--- config.mk ---
export PLATFORM = sky130hd
export DESIGN_NAME = wb_port_arb
export DESIGN_NICKNAME = d
export VERILOG_FILES = /design/src/rtl/wb_port_arb.sv
export SDC_FILE = /design/constraint.sdc
export NUM_CORES = 1
export LEC_CHECK = 0
export ABC_AREA = 1
export ABC_CLOCK_PERIOD_IN_PS = 4200
export CORE_MARGIN = 4
export CORE_UTILIZATION = 50
export CTS_CLUSTER_DIAMETER = 100
export DETAILED_ROUTE_END_ITERATION = 8
export PLACE_DENSITY = 0.91
export SLEW_MARGIN = 40
export SYNTH_ARGS = -nofsm -noshare
export SYNTH_HDL_FRONTEND = slang
export SYNTH_SLANG_ARGS = --single-unit
export TNS_END_PERCENT = 50
--- constraint.sdc ---
create_clock -name clk -period 4.2 [get_ports clk]
set_clock_uncertainty 0.2 [all_clocks]
set_input_delay 0.84 -clock clk [delete_from_list [all_inputs] [get_ports clk]]
set_output_delay 0.84 -clock clk [all_outputs]
set_load 0.01 [all_outputs]
--- src/rtl/wb_port_arb.sv ---
// Write-back port arbiter for the vcpu register file.
// Shares the single register-file write port between the in-order pipeline
// write-back and a small FIFO of late load returns. Pipeline writes win in
// NORMAL mode. A buffer that is full, or whose head has waited too long,
// switches to FORCE mode. FORCE stalls the pipeline until the buffer is empty.
// A pipeline write kills any queued load to the same register, because that
// load's data would otherwise overwrite the younger value.
module wb_port_arb #(
  parameter int DEPTH      = 2,
  parameter int STARVE_MAX = 4
) (
  input  logic                       clk,
  input  logic                       rst_n,
  input  logic                       pipe_we,
  input  logic [4:0]                 pipe_waddr,
  input  logic [31:0]                pipe_wdata,
  output logic                       pipe_stall,
  input  logic                       ld_valid,
  output logic                       ld_ready,
  input  logic [4:0]                 ld_waddr,
  input  logic [31:0]                ld_wdata,
  output logic                       rf_we,
  output logic [4:0]                 rf_waddr,
  output logic [31:0]                rf_wdata,
  output logic [$clog2(DEPTH+1)-1:0] ld_count
);

  localparam int CNT_W = $clog2(DEPTH + 1);
  localparam int PTR_W = (DEPTH > 1) ? $clog2(DEPTH) : 1;
  localparam int AGE_W = $clog2(STARVE_MAX + 1);

  localparam logic [CNT_W-1:0] FULL_CNT = CNT_W'(DEPTH);
  localparam logic [AGE_W-1:0] AGE_MAX  = AGE_W'(STARVE_MAX);
  localparam logic [PTR_W-1:0] LAST_PTR = PTR_W'(DEPTH - 1);

  typedef enum logic {
    MODE_NORMAL = 1'b0,
    MODE_FORCE  = 1'b1
  } mode_e;

  mode_e            mode_q, mode_d;
  logic [CNT_W-1:0] count_q, count_d;
  logic [AGE_W-1:0] age_q, age_d;
  logic [PTR_W-1:0] head_q, head_d;
  logic [PTR_W-1:0] tail_q, tail_d;
  logic [DEPTH-1:0] kill_q, kill_d;
  logic [DEPTH-1:0] occupied;
  logic [4:0]       waddr_q [DEPTH];
  logic [31:0]      wdata_q [DEPTH];

  logic grant_pipe;
  logic grant_head;
  logic push;
  logic pop;
  logic head_live;

  // Pointers wrap modulo DEPTH, which need not be a power of two.
  function automatic logic [PTR_W-1:0] ptr_inc(input logic [PTR_W-1:0] p);
    return (p == LAST_PTR) ? '0 : p + PTR_W'(1);
  endfunction

  // Handshake and stall come only from registered state, so neither
  // depends combinationally on the request inputs.
  assign pipe_stall = (mode_q == MODE_FORCE);
  assign ld_ready   = (count_q != FULL_CNT);
  assign ld_count   = count_q;

  assign push      = ld_valid && ld_ready;
  assign pop       = grant_head;
  assign head_live = !kill_q[head_q];

  // Choose the write-port owner for this cycle.
  // NOTE: every signal assigned in an always_comb gets a default first, so
  // no path leaves it unassigned and no latch is inferred.
  always_comb begin
    grant_pipe = 1'b0;
    grant_head = 1'b0;
    if (mode_q == MODE_NORMAL && pipe_we) begin
      grant_pipe = 1'b1;
    end else if (count_q != '0) begin
      grant_head = 1'b1;
    end
  end

  // Next occupancy and pointers after this cycle's push and pop.
  always_comb begin
    count_d = count_q;
    if (push && !pop) begin
      count_d = count_q + CNT_W'(1);
    end else if (pop && !push) begin
      count_d = count_q - CNT_W'(1);
    end
    head_d = pop  ? ptr_inc(head_q) : head_q;
    tail_d = push ? ptr_inc(tail_q) : tail_q;
  end

  // Head waiting age. It restarts on every drain, and saturates so FORCE
  // entry stays a simple compare.
  always_comb begin
    age_d = age_q;
    if (pop || count_d == '0) begin
      age_d = '0;
    end else if (count_q != '0 && age_q != AGE_MAX) begin
      age_d = age_q + AGE_W'(1);
    end
  end

  // Mode transitions use the post-update count and age.
  always_comb begin
    mode_d = mode_q;
    case (mode_q)
      MODE_NORMAL: if (count_d == FULL_CNT || age_d == AGE_MAX) mode_d = MODE_FORCE;
      MODE_FORCE:  if (count_d == '0)                           mode_d = MODE_NORMAL;
      default:     mode_d = MODE_NORMAL;
    endcase
  end

  // Mark which buffer slots hold live entries, between head and tail.
  always_comb begin
    occupied = '0;
    for (int i = 0; i < DEPTH; i++) begin
      if (count_q == FULL_CNT) begin
        occupied[i] = 1'b1;
      end else if (head_q <= tail_q) begin
        occupied[i] = (PTR_W'(i) >= head_q) && (PTR_W'(i) < tail_q);
      end else begin
        occupied[i] = (PTR_W'(i) >= head_q) || (PTR_W'(i) < tail_q);
      end
    end
  end

  // An accepted pipeline write makes queued loads to the same register stale.
  // The head being popped now writes first, so it is left alone. A load pushed
  // in the same cycle is older than the pipe write and is killed on entry.
  always_comb begin
    kill_d = kill_q;
    for (int i = 0; i < DEPTH; i++) begin
      if (grant_pipe && occupied[i] && !(pop && PTR_W'(i) == head_q) &&
          waddr_q[i] == pipe_waddr) begin
        kill_d[i] = 1'b1;
      end
    end
    if (push) begin
      kill_d[tail_q] = grant_pipe && (ld_waddr == pipe_waddr);
    end
  end

  // Control state: mode, occupancy, pointers, age and kill flags.
  // NOTE: sequential state uses non-blocking assignments, so every register
  // samples the pre-edge values no matter what order the statements are in.
  always_ff @(posedge clk or negedge rst_n) begin
    if (!rst_n) begin
      mode_q  <= MODE_NORMAL;
      count_q <= '0;
      age_q   <= '0;
      head_q  <= '0;
      tail_q  <= '0;
      kill_q  <= '0;
    end else begin
      mode_q  <= mode_d;
      count_q <= count_d;
      age_q   <= age_d;
      head_q  <= head_d;
      tail_q  <= tail_d;
      kill_q  <= kill_d;
    end
  end

  // Load payload storage, written on push.
  // NOTE: the payload array has no reset. Occupancy and kill flags decide
  // whether a slot is ever read, so its contents are don't-care until pushed.
  always_ff @(posedge clk) begin
    if (push) begin
      waddr_q[tail_q] <= ld_waddr;
      wdata_q[tail_q] <= ld_wdata;
    end
  end

  // Registered write port. Address and data hold when nothing is written.
  always_ff @(posedge clk or negedge rst_n) begin
    if (!rst_n) begin
      rf_we    <= 1'b0;
      rf_waddr <= '0;
      rf_wdata <= '0;
    end else begin
      rf_we <= 1'b0;
      if (grant_pipe) begin
        rf_we    <= 1'b1;
        rf_waddr <= pipe_waddr;
        rf_wdata <= pipe_wdata;
      end else if (grant_head && head_live) begin
        rf_we    <= 1'b1;
        rf_waddr <= waddr_q[head_q];
        rf_wdata <= wdata_q[head_q];
      end
    end
  end

endmodule
Word level (Yosys, flattened, before mapping)

Memory sizes are Yosys's and may differ from the RTL's.
Index checks and enable logic that the tools add are counted.

Flip-flop bits (word level): 48
Logic and storage cells: 96
Memories kept: 2
RAM bits: 74

Magnitude comparators: 8
Bitwise logic cells: 2
Equality and inequality tests: 8
Multiplexer cells: 32
Add/subtract/negate cells: 5
Reduce and logical (&&, ||, !) cells: 30

Memories:

| name    | words | bits a word | rd ports | clocked after Yosys merged registers in | write ports | line | text |
|---|---|---|---|---|---|---|---|
| wdata_q | 2     | 32          | 1        | 0                                       | 1           | 49   | `logic [31:0] wdata_q [DEPTH];` |
| waddr_q | 2     | 5           | 3        | 0                                       | 1           | 48   | `logic [4:0] waddr_q [DEPTH];` |

Operator list:

| operator            | count |
|---|---|
| $mux 32             | 2 |
| $mux 1              | 20 |
| $logic_and 1x1->1   | 18 |
| $eq 5x5->1          | 3 |
| $mux 5              | 2 |
| $mux 2              | 3 |
| $mux 3              | 2 |
| $logic_not 1->1     | 5 |
| $eq 2x2->1 const B  | 2 |
| $logic_or 1x1->1    | 4 |
| $lt 1x2->1 const B  | 2 |
| $reduce_bool 2->1   | 2 |
| $add 3x1->3 const B | 1 |
| $eq 3x3->1 const B  | 1 |
| $ne 3x3->1 const B  | 1 |
| $add 1x1->1 const B | 2 |
| $add 2x1->2 const B | 1 |
| $bwmux 2            | 1 |
| $ge 1x1->1 const A  | 2 |
| $logic_not 2->1     | 1 |
| $lt 1x1->1 const A  | 2 |
| $ne 2x2->1 const B  | 1 |
| $not 1->1           | 2 |
| $pmux 1 s2          | 1 |
| 4 further kinds     | 4 |

Longest topological paths before layout

Depth after elaboration: 13
Mapped depth: 12

Worst setup path after synthesis

OpenSTA, ideal clock, no wires.

Kind: input-to-reg
From: input port ld_valid
To: memory waddr_q[1][0] (enable)
Setup slack: 1.014 ns
Data arrival time: 2.552 ns
Buffers on the path: 0
Stages: 2
Data required time: 3.566 ns
Cells stage by stage: nand2_2 -> nor2_1

Cells in the longest elaborated chain, start to end: 3

RTL lines:

| item                         | line | text |
|---|---|---|
| start: declaration           | 18   | `input logic ld_valid,` |
| $logic_and 1x1->1            | 68   | `assign push = ld_valid && ld_ready;` |
| $mux 1                       | 173  | `if (push) begin` |
| $mux 1 (not written as such) | 174  | `waddr_q[tail_q] <= ld_waddr;` |
| end: declaration             | 48   |  |

Every way passes these cells.

Worst setup path after layout

From: register count_q[0], in the netlist ld_count[0]
To: output port ld_ready

Cells in the longest elaborated chain, start to end: 1

RTL lines:

| item                     | line | text |
|---|---|---|
| start: declaration       | 42   | `logic [CNT_W-1:0] count_q, count_d;` |
| start signal: assignment | 161  | `count_q <= count_d;` |
| $ne 2x2->1               | 65   | `assign ld_ready = (count_q != FULL_CNT);` |
| end: declaration         | 19   | `output logic ld_ready,` |

Every way passes these cells.

==> out/results.ini <==
[global_route]
grt_start_max_net_pins = 49
overflow = 0
antenna_found_initial = 0
met3_usage_pct = 6.28
grt_pass1_vias = 4243
grt-busiest-layer = met2
grtUsageMet2_pct = 37.4
grt_pass1_wl_microns = 20700
track_usage_pct = 21.4
grt.met1_usage_pct = 24.0

[clocking]
clkSlewWorstSetupHoldPaths_ns = 0.06
ctsResizeCount = 0
cts_buffer_depth = 2
htreeDepth = 4
clk_root_buffer_cell = clkbuf_8
post-cts-setup-buffers = 0
clk_latency_ns = 0.52
cts_buffers = 17
holdBufCountCts = 0
clock_sinks = 122
cts_tree = done

[layout]
fin_cells = 751
final_common_cell = clkdlybuf4s50_1
area_delta_synth_final_pct = 35.3
design_area_sq_um = 7130
drive_gt1_share_pct = 11.9
layout_common_cells = clkdlybuf4s50_1 (118), nand2_1 (91), nor2_1 (78)
diodes = 0
num-fill-cells = 726
fin_nets = 684

[synthesis]
syn_inst = 482
ys_ff_latch = 122
yosys_warnings = 0
syn_area_per_cell_sq_um = 10.9
synth_area_sq_um = 5270
synth_nets = 564
synth.distinct_cells = 28
yosysSeqAreaShare_pct = 65.0

[power]
swShare_pct = 35.1
vdd_drop_max_v = 0.000372
p_per_area_nw_per_um2 = 781
p_leak_uw = 0.00282
p_comb_share_pct = 38.7
power_frac_seq_pct = 35.0
finalPower_uw = 5570
p_switching_uw = 1960
internal-power_uw = 3610
pwr-share-clk_pct = 26.3

[job]
drv_cap = 0

[worst_setup_path]
crit_chain = inv_1, ha_1, inv_2, clkdlybuf4s50_1
critPathCaptureType = output pin
cp_top_family = buffers and inverters
slowest_stage = clkdlybuf4s50_1
worstSetupPathType = reg2out
critPathLaunchType = flip-flop
slowest_delay_ns = 0.53
arrival_ns = 1.83
timing.rr.start = head_q$_DFFE_PN0P_
required_ns = 3.16
cp_max_fo = 3
critPathBufInv = 3
critPathLaunch = ld_count[0]$_DFF_PN0_
reg2regPathDepth = 6
crit_cells = 4

[route]
dr.pass1.iters = 5
drc = 0
routed_wl_microns = 12800
routedWlPerCell_microns = 17.0
via_per_inst = 5.32
vias = 3997
drt-initial-drc-count = 255
ant_nets = 0

[timing]
rsz0062_at_grt = false
hold_slack_ns = 0.152
fin_crit_ns = 2.87
tightestPinTransition_ns = 0.652
finalCritPeriodShare_pct = 68.2
max_freq_ghz = 0.349
timing.slew.headroom_pct = 56.5
final.setup.tns_ns = 0
finalSetupViolCount = 0
maxSlewViolCount = 0
finalHoldViolations = 0

[placement]
gp_congestion = 0.857
port_buffers = 119
dp_cells = 719
dpl.hpwl_microns = 8360
placed_area_sq_um = 6530

[floorplanning]
ios = 120
floorplan.initialDensity_pct = 51.3
die_w_microns = 111
coreArea_sq_um = 10300
die_h_microns = 111
die-area_sq_um = 12200
row_count = 37

[status]
outcome = completed

[min_path]
hp-class = in2async

-- flip-flops by register name (all words and copies together) (netlist names), 2 cells and up --
| signal | cells |
|---|---|
| kill_q | 2 |
| age_q | 3 |
| rf_waddr | 5 |
| ld_count | 2 |
| wdata_q | 64 |
| rf_wdata | 32 |
| waddr_q | 10 |
-- cell usage after synthesis --
| cell | instances | share of area, % |
|---|---|---|
| buf_6 | 5 | 1.1 |
| inv_1 | 31 | 2.2 |
| ha_1 | 4 | 0.95 |
| a31o_2 | 12 | 2.0 |
| xor2_1 | 7 | 1.2 |
| nor2_2 | 2 | 0.24 |
| nand2_4 | 1 | 0.21 |
| nand3b_1 | 1 | 0.14 |
| o22ai_1 | 4 | 0.47 |
| inv_2 | 2 | 0.14 |
| nand4_1 | 2 | 0.24 |
| a21oi_1 | 36 | 3.4 |
| edfxtp_1 | 74 | 42 |
| buf_4 | 8 | 1.1 |
| dfrtp_1 | 48 | 23 |
| nand2_1 | 91 | 6.5 |
| o21ai_1 | 1 | 0.095 |
| buf_2 | 11 | 1.0 |
| inv_4 | 1 | 0.12 |
| nor2_1 | 80 | 5.7 |
| a31o_1 | 21 | 3.5 |
| nand2_2 | 7 | 0.83 |
| a21oi_2 | 7 | 1.2 |
| nand3_1 | 8 | 0.76 |
| o211ai_1 | 4 | 0.57 |
| nor3_1 | 3 | 0.28 |
| o21ai_2 | 1 | 0.17 |
| o21ai_0 | 10 | 0.95 |
-- metrics by stage --
step,setup WS (ns),utilization [%]
finish,1.33,69.4
global route,1.26,69.4
CTS,1.31,69.4
detailed placement,0.941,63.6
global placement,1.11,63.4
floorplan,1.01,-
-- layer usage --
| metal | part of all wire [%] | up-vias |
|---|---|---|
| met5 | 0 | - |
| met1 | 38 | 1892 |
| met2 | 52 | 186 |
| met4 | 2.2 | 0 |
| met3 | 7.0 | 30 |
| li1 | - | 1889 |
-- final cells by class --
cell class	count	area [sq um]	area share (%)
Clock buffer	18	418	5.86
Clock inverter	14	179	2.51
Inverter	34	130	1.82
Multi-Input combinational cell	302	1570	22.0
Sequential cell	122	3420	48.0
Tap cell	136	170	2.39
Timing Repair Buffer	125	1240	17.4
-- final timing paths --
check                                      endpoint  slack, ns
min reg2reg                 rf_wdata[8]$_DFFE_PN0P_       0.32
min in group clk            rf_wdata[8]$_DFFE_PN0P_       0.32
max in group asynchronous        head_q$_DFFE_PN0P_       3.19
max reg2reg                rf_wdata[15]$_DFFE_PN0P_       1.67
max                                        ld_ready       1.33
min                         rf_waddr[2]$_DFFE_PN0P_       0.15
-- power by group through the flow --
stage,combinational [uW],sequential (uW),clock (uW)
after CTS,2170,1950,1480
final,2150,1950,1460
after floorplan,1320,1990,0
after global placement,2010,1950,0
after global routing,2360,1990,1540
after detailed placement,2150,1960,0
-- cell families after synthesis --
logic type | count (synthesis) | share of synthesized area [%]
buf+inv | 58 | 5.72
flops | 122 | 65.0
simple gates | 195 | 14.9
compound gates | 96 | 12.3
xor+xnor | 7 | 1.16
fa+ha+maj | 4 | 0.950
(Power assumes the default switching activity.)
